## config.mk

```make
export PLATFORM = sky130hd
export DESIGN_NAME = instruction_control_fsm
export DESIGN_NICKNAME = d
export VERILOG_FILES = /design/src/rtl/instruction_control_fsm.sv
export SDC_FILE = /design/constraint.sdc
export NUM_CORES = 1
export LEC_CHECK = 0
export ABC_CLOCK_PERIOD_IN_PS = 3000
export BUFFER_PORTS_ARGS = -buffer_cell sky130_fd_sc_hd__buf_2
export CORE_MARGIN = 5
export CORE_UTILIZATION = 48
export DETAILED_ROUTE_END_ITERATION = 8
export PLACE_DENSITY = 0.78
export SLEW_MARGIN = 20
export SYNTH_ARGS = -nofsm -noshare
export SYNTH_HDL_FRONTEND = slang
export SYNTH_SLANG_ARGS = --single-unit
```

## constraint.sdc

```tcl
create_clock -name clk -period 3 [get_ports clk]
set_input_delay 0.3 -clock clk [delete_from_list [all_inputs] [get_ports clk]]
set_output_delay 0.3 -clock clk [all_outputs]
set_load 0.03 [all_outputs]
```

## src/rtl/instruction_control_fsm.sv

```systemverilog
// instruction_control_fsm: multi-cycle IF/ID/EX/MEM/WB control sequencer.
// Steps each instruction through only the stages its class needs. It waits on
// the mem_ready handshake during fetch and data access, and aborts to IF after a
// bounded wait.
// The strobe outputs are decoded from the current state. They are valid in the
// same cycle that stage reports the state, because the ID strobes depend on
// opcode_type, which is only valid while the FSM sits in ID.

module instruction_control_fsm #(
   parameter int unsigned INSTR_WIDTH  = 16,
   parameter int unsigned STAGE_WIDTH  = 3,
   parameter int unsigned MEM_TIMEOUT  = 15,
   parameter int unsigned OPCODE_COUNT = 5,
   parameter int unsigned SIGNAL_COUNT = 9
) (
   input  logic                    clk,
   input  logic                    reset,
   input  logic [OPCODE_COUNT-1:0] opcode_type,
   input  logic                    mem_ready,
   output logic [SIGNAL_COUNT-1:0] signals,
   output logic [STAGE_WIDTH-1:0]  stage,
   output logic                    ir_load,
   output logic                    pc_inc,
   output logic                    illegal_instr,
   output logic                    timeout
);

   // Instruction class bit positions in opcode_type
   localparam int unsigned OPC_ALU_RR  = 0;
   localparam int unsigned OPC_ALU_IMM = 1;
   localparam int unsigned OPC_LOAD    = 2;
   localparam int unsigned OPC_STORE   = 3;
   localparam int unsigned OPC_NOP     = 4;

   // Control strobe bit positions in signals
   localparam int unsigned CONTROL_MEM_INSTR_READ = 0;
   localparam int unsigned CONTROL_RR_READ        = 1;
   localparam int unsigned CONTROL_RD_READ        = 2;
   localparam int unsigned CONTROL_ALU_ENABLE     = 3;
   localparam int unsigned CONTROL_ADDR_CALC      = 4;
   localparam int unsigned CONTROL_MEM_DATA_READ  = 5;
   localparam int unsigned CONTROL_MEM_DATA_WRITE = 6;
   localparam int unsigned CONTROL_REG_RD_WRITE   = 7;
   localparam int unsigned CONTROL_WB_SEL_MEM     = 8;

   // State encoding, visible on the stage port
   localparam logic [STAGE_WIDTH-1:0] ST_RESET = STAGE_WIDTH'(0);
   localparam logic [STAGE_WIDTH-1:0] ST_IF    = STAGE_WIDTH'(1);
   localparam logic [STAGE_WIDTH-1:0] ST_ID    = STAGE_WIDTH'(2);
   localparam logic [STAGE_WIDTH-1:0] ST_EX    = STAGE_WIDTH'(3);
   localparam logic [STAGE_WIDTH-1:0] ST_MEM   = STAGE_WIDTH'(4);
   localparam logic [STAGE_WIDTH-1:0] ST_WB    = STAGE_WIDTH'(5);

   // Memory wait counter sizing; the counter never needs to exceed MEM_TIMEOUT
   localparam int unsigned WAIT_W = (MEM_TIMEOUT < 2) ? 1 : $clog2(MEM_TIMEOUT + 1);
   localparam logic [WAIT_W-1:0] WAIT_MAX = WAIT_W'(MEM_TIMEOUT);

   // Elaboration-time sanity checks on the parameter set
   if (INSTR_WIDTH == 0) begin : g_bad_instr_width
      $error("instruction_control_fsm: INSTR_WIDTH must be non-zero");
   end
   if (STAGE_WIDTH < 3) begin : g_bad_stage_width
      $error("instruction_control_fsm: STAGE_WIDTH must be at least 3");
   end
   if (MEM_TIMEOUT == 0) begin : g_bad_timeout
      $error("instruction_control_fsm: MEM_TIMEOUT must be non-zero");
   end
   if (OPCODE_COUNT != 5) begin : g_bad_opcode_count
      $error("instruction_control_fsm: OPCODE_COUNT must be 5");
   end
   if (SIGNAL_COUNT != 9) begin : g_bad_signal_count
      $error("instruction_control_fsm: SIGNAL_COUNT must be 9");
   end

   logic [STAGE_WIDTH-1:0] state;
   logic [STAGE_WIDTH-1:0] state_nxt;
   logic [WAIT_W-1:0]      wait_cnt;
   logic [WAIT_W-1:0]      wait_cnt_nxt;
   logic [WAIT_W-1:0]      wait_cnt_inc;
   logic                   wait_at_limit;

   // Class latched at the end of ID; EX/MEM/WB ignore later opcode_type changes
   logic                   cls_alu_q;
   logic                   cls_load_q;
   logic                   cls_store_q;
   logic                   cls_alu_nxt;
   logic                   cls_load_nxt;
   logic                   cls_store_nxt;

   logic                   opcode_legal;
   logic                   id_alu;
   logic                   id_load;
   logic                   id_store;

   // Decode of the live opcode; meaningful only while in ID
   always_comb begin
      opcode_legal = $onehot(opcode_type);
      id_alu       = opcode_legal & (opcode_type[OPC_ALU_RR] | opcode_type[OPC_ALU_IMM]);
      id_load      = opcode_legal & opcode_type[OPC_LOAD];
      id_store     = opcode_legal & opcode_type[OPC_STORE];
   end

   // Saturating increment of the memory wait counter
   always_comb begin
      wait_at_limit = (wait_cnt == WAIT_MAX);
      wait_cnt_inc  = wait_at_limit ? wait_cnt : wait_cnt + WAIT_W'(1);
   end

   // State, wait counter and latched class registers
   always_ff @(posedge clk) begin
      if (reset) begin
         state       <= ST_RESET;
         wait_cnt    <= '0;
         cls_alu_q   <= 1'b0;
         cls_load_q  <= 1'b0;
         cls_store_q <= 1'b0;
      end else begin
         state       <= state_nxt;
         wait_cnt    <= wait_cnt_nxt;
         cls_alu_q   <= cls_alu_nxt;
         cls_load_q  <= cls_load_nxt;
         cls_store_q <= cls_store_nxt;
      end
   end

   // Next-state and strobe decode
   always_comb begin
      state_nxt     = state;
      wait_cnt_nxt  = '0;
      cls_alu_nxt   = cls_alu_q;
      cls_load_nxt  = cls_load_q;
      cls_store_nxt = cls_store_q;
      signals       = '0;
      ir_load       = 1'b0;
      pc_inc        = 1'b0;
      illegal_instr = 1'b0;
      timeout       = 1'b0;

      case (state)
         ST_RESET: begin
            state_nxt = ST_IF;
         end

         ST_IF: begin
            signals[CONTROL_MEM_INSTR_READ] = 1'b1;
            if (mem_ready) begin
               ir_load   = 1'b1;
               pc_inc    = 1'b1;
               state_nxt = ST_ID;
            end else if (wait_at_limit) begin
               // Re-entering IF clears the counter and refetches
               timeout   = 1'b1;
               state_nxt = ST_IF;
            end else begin
               wait_cnt_nxt = wait_cnt_inc;
            end
         end

         ST_ID: begin
            illegal_instr = ~opcode_legal;
            cls_alu_nxt   = id_alu;
            cls_load_nxt  = id_load;
            cls_store_nxt = id_store;
            if (opcode_legal) begin
               if (opcode_type[OPC_ALU_RR]) begin
                  signals[CONTROL_RR_READ] = 1'b1;
                  signals[CONTROL_RD_READ] = 1'b1;
               end
               if (opcode_type[OPC_ALU_IMM]) begin
                  signals[CONTROL_RD_READ] = 1'b1;
               end
               if (opcode_type[OPC_LOAD]) begin
                  signals[CONTROL_RR_READ] = 1'b1;
               end
               if (opcode_type[OPC_STORE]) begin
                  signals[CONTROL_RR_READ] = 1'b1;
                  signals[CONTROL_RD_READ] = 1'b1;
               end
            end
            // NOP and illegal encodings both return straight to fetch
            state_nxt = (id_alu | id_load | id_store) ? ST_EX : ST_IF;
         end

         ST_EX: begin
            if (cls_alu_q) begin
               signals[CONTROL_ALU_ENABLE] = 1'b1;
               state_nxt = ST_WB;
            end else if (cls_load_q | cls_store_q) begin
               signals[CONTROL_ADDR_CALC] = 1'b1;
               state_nxt = ST_MEM;
            end else begin
               state_nxt = ST_IF;
            end
         end

         ST_MEM: begin
            signals[CONTROL_MEM_DATA_READ]  = cls_load_q;
            signals[CONTROL_MEM_DATA_WRITE] = cls_store_q;
            if (mem_ready) begin
               // A ready on the limit cycle still counts as success
               state_nxt = cls_load_q ? ST_WB : ST_IF;
            end else if (wait_at_limit) begin
               // Abandon the access; a pending LOAD never reaches WB
               timeout   = 1'b1;
               state_nxt = ST_IF;
            end else begin
               wait_cnt_nxt = wait_cnt_inc;
            end
         end

         ST_WB: begin
            signals[CONTROL_REG_RD_WRITE] = 1'b1;
            signals[CONTROL_WB_SEL_MEM]   = cls_load_q;
            state_nxt = ST_IF;
         end

         default: begin
            state_nxt = ST_IF;
         end
      endcase
   end

   assign stage = state;

endmodule

```

==> impl_metrics.json <==
{
  "multi_input_area_um2": 448,
  "seqPwrFrac_pct": 47.3,
  "placed_area_um2": 823,
  "area_growth_pct": 19.6,
  "h-tree-depth": 1,
  "io_pins": 24,
  "fmax_mhz": 385,
  "postSynthCellCount": 85,
  "yosysTopAreaCell": "dfxtp_1",
  "power_density_nw_per_um2": 354,
  "die-area_um2": 2340,
  "initial_utilization_pct": 52.4,
  "combPwrFrac_pct": 21.8,
  "gp_congestion": 0.723,
  "core_area_um2": 1350,
  "grt_pass1_wl_um": 2610,
  "synth_nets": 98,
  "clock-sinks": 10,
  "post-synth-top-count-cell": "dfxtp_1",
  "synthArstFlopShare_pct": 0,
  "top_layer": "met4",
  "hold_viol": 0,
  "vdd_drop_max_mv": 0.243,
  "netSwitchingPower_uw": 91.1,
  "n_fill_cell": 124,
  "num_antenna_cells": 0,
  "die_h_um": 48.4,
  "leakagePower_nw": 0.405,
  "rsz0062_at_grt": "false",
  "pre_cts_ws_ps": 429,
  "hpwl_um": 1140,
  "routed-wl-met2_um": 674,
  "yosysWarnings": 0,
  "wl_met3_um": 122,
  "yosys-top-cells-count": "dfxtp_1 (10), inv_1 (9), nand2_1 (6)",
  "setup_viol": 0,
  "drive_gt1_share_pct": 30.8,
  "yosysSeqAreaShare_pct": 28.3,
  "fin_crit_ps": 2600,
  "portBuffers": 23,
  "synth_edf_count": 0,
  "grt_pass1_vias": 627,
  "clk_pin_slew_ps": 70,
  "cts_buffers": 3,
  "cts_root_buf": "clkbuf_4",
  "crit_path_end_kind": "output port",
  "period_share_pct": 86.6,
  "ys_types": 34,
  "vias": 674,
  "post_cts_buffers": 0,
  "hold_class": "in2reg",
  "slowest_delay_ps": 440,
  "worst-path-buf-inv": 4,
  "sw_frac_of_total_pct": 30.5,
  "arrival_ps": 2300,
  "overflow": 0,
  "holdBufCountCts": 0,
  "met1_length_um": 651,
  "intPower_uw": 208,
  "skew_ps": 8.18,
  "clk_latency_ps": 270,
  "wl_per_cell_um": 12.3,
  "grt_max_degree": 16,
  "antenna_left": 0,
  "total_power_uw": 299,
  "synth-seq-cells": 10,
  "drtIter0Drc": 14,
  "cp_cell_sequence": "buf_2, inv_1, fa_1, fa_1, inv_1, ha_1, nor3_1, nand2_1, a31oi_1, buf_2",
  "startpoint_type": "input pin",
  "synth_top_area_share_pct": 28.3,
  "drv_cap": 0,
  "slew_headroom_pct": 70.0,
  "drc": 0,
  "post_cts_resized": 0,
  "clock_power_share_pct": 30.8,
  "row_count": 13,
  "status": "finished, final reports clean",
  "ys_top_cells_by_area": "dfxtp_1 (28%), fa_1 (5.7%), ha_1 (5.3%)",
  "via_per_inst": 5.52,
  "cts_tree": "done",
  "worst_slew_pin_slew_ps": 449,
  "clk_path_buf_depth": 2,
  "stdcell_area_um2": 846,
  "dieWidth_um": 48.4,
  "crit_family": "adder cells",
  "timing.final.ws_setup_ps": 403,
  "final-seq-area_um2": 200,
  "crit_fanout": 3,
  "crit_type": "in2out",
  "crit_path_top_delay_cell": "fa_1",
  "drtPass1Iterations": 4,
  "worstPathRequired_ps": 2700,
  "setup_tns_ps": 0,
  "utilization_pct": 62.7,
  "totalWireLength_um": 1500,
  "syn_avg_cell_area_um2": 8.32,
  "drv_slew": 0,
  "ys.flop_type": "dfxtp_1",
  "antenna_found_initial": 0,
  "nets": 122,
  "globalRouteTotalUtil_pct": 13.7,
  "syn_area_um2": 707
}
cell type report:
class | instances | share of cell area, %
Sequential cell | 10 | 23.7
Inverter | 9 | 3.99
Timing Repair Buffer | 24 | 14.5
Multi-Input combinational cell | 61 | 53.0
Tap cell | 15 | 2.22
Clock buffer | 3 | 2.66
power by group through the flow:
stage          clock network (mW)  registers [mW]  logic [mW]
3_3_place_gp                    0           0.144      0.0637
3_5_place_dp                    0           0.145      0.0653
2_1_floorplan                   0           0.144      0.0465
4_1_cts                    0.0943           0.142      0.0657
6_report                   0.0922           0.142      0.0652
5_1_grt                     0.102           0.143      0.0727
worst min-delay path: cells and delay by family:
| kind | cells | cell delay (ps) |
|---|---|---|
| buffers and inverters | 1 | 110 |
| AND/OR/NAND/NOR | 1 | 60 |
| AO/OA/AOI/OAI | 1 | 60 |
layout by cell type, fill, tap and decap left out, drive strengths merged, types with 4 or more instances in the layout:
cell type	netlist	layout
buf	3	24
dfxtp	10	10
inv	9	9
nand2	6	6
nor3	5	5
nor2	5	5
a21oi	5	5
nand3	5	5
and3	4	4
kinds of logic (layout without fill, tap and decap cells):
family                     Yosys count  after routing  synth area share [%]
and+or+nand+nor                     39             39                  34.7
adders and majority gates            5              5                  11.0
xor gates and xnor gates             3              3                  3.72
buffers and inverters               14             36                  8.32
AOI/OAI and AO/OA                   14             14                  14.0
DFF                                 10             10                  28.3
per-stage QoR:
step	cells	hold WS [ps]
after floorplan	85	439
after global placement	119	461
after detailed placement	119	469
after CTS	122	300
after global routing	122	326
final	122	301
final timing paths:
check	from	to	slack, ps	depth (start not counted)
worst min-delay path	opcode_type[3]	cls_store_q$_SDFFE_PP0P_	300	3
worst max register to register	stage[0]$_SDFF_PP0_	stage[0]$_SDFF_PP0_	1540	3
worst min register to register	wait_cnt[0]$_SDFF_PP0_	wait_cnt[0]$_SDFF_PP0_	480	1
worst max-delay path	opcode_type[3]	signals[1]	400	10
routing by layer:
metal / vias to the layer above / global-route usage (%)
met5: - / 0
met4: 0 / 11.1
met3: 5 / 3.36
met2: 27 / 21.1
met1: 298 / 15.8
li1: 344 / -
registers in the layout, summed over array words and instances (netlist names):
signal and cells:
stage 3, cls_alu_q 1, cls_load_q 1, wait_cnt 4
cls_store_q 1
Note: power is estimated with default switching activity, not from simulation.
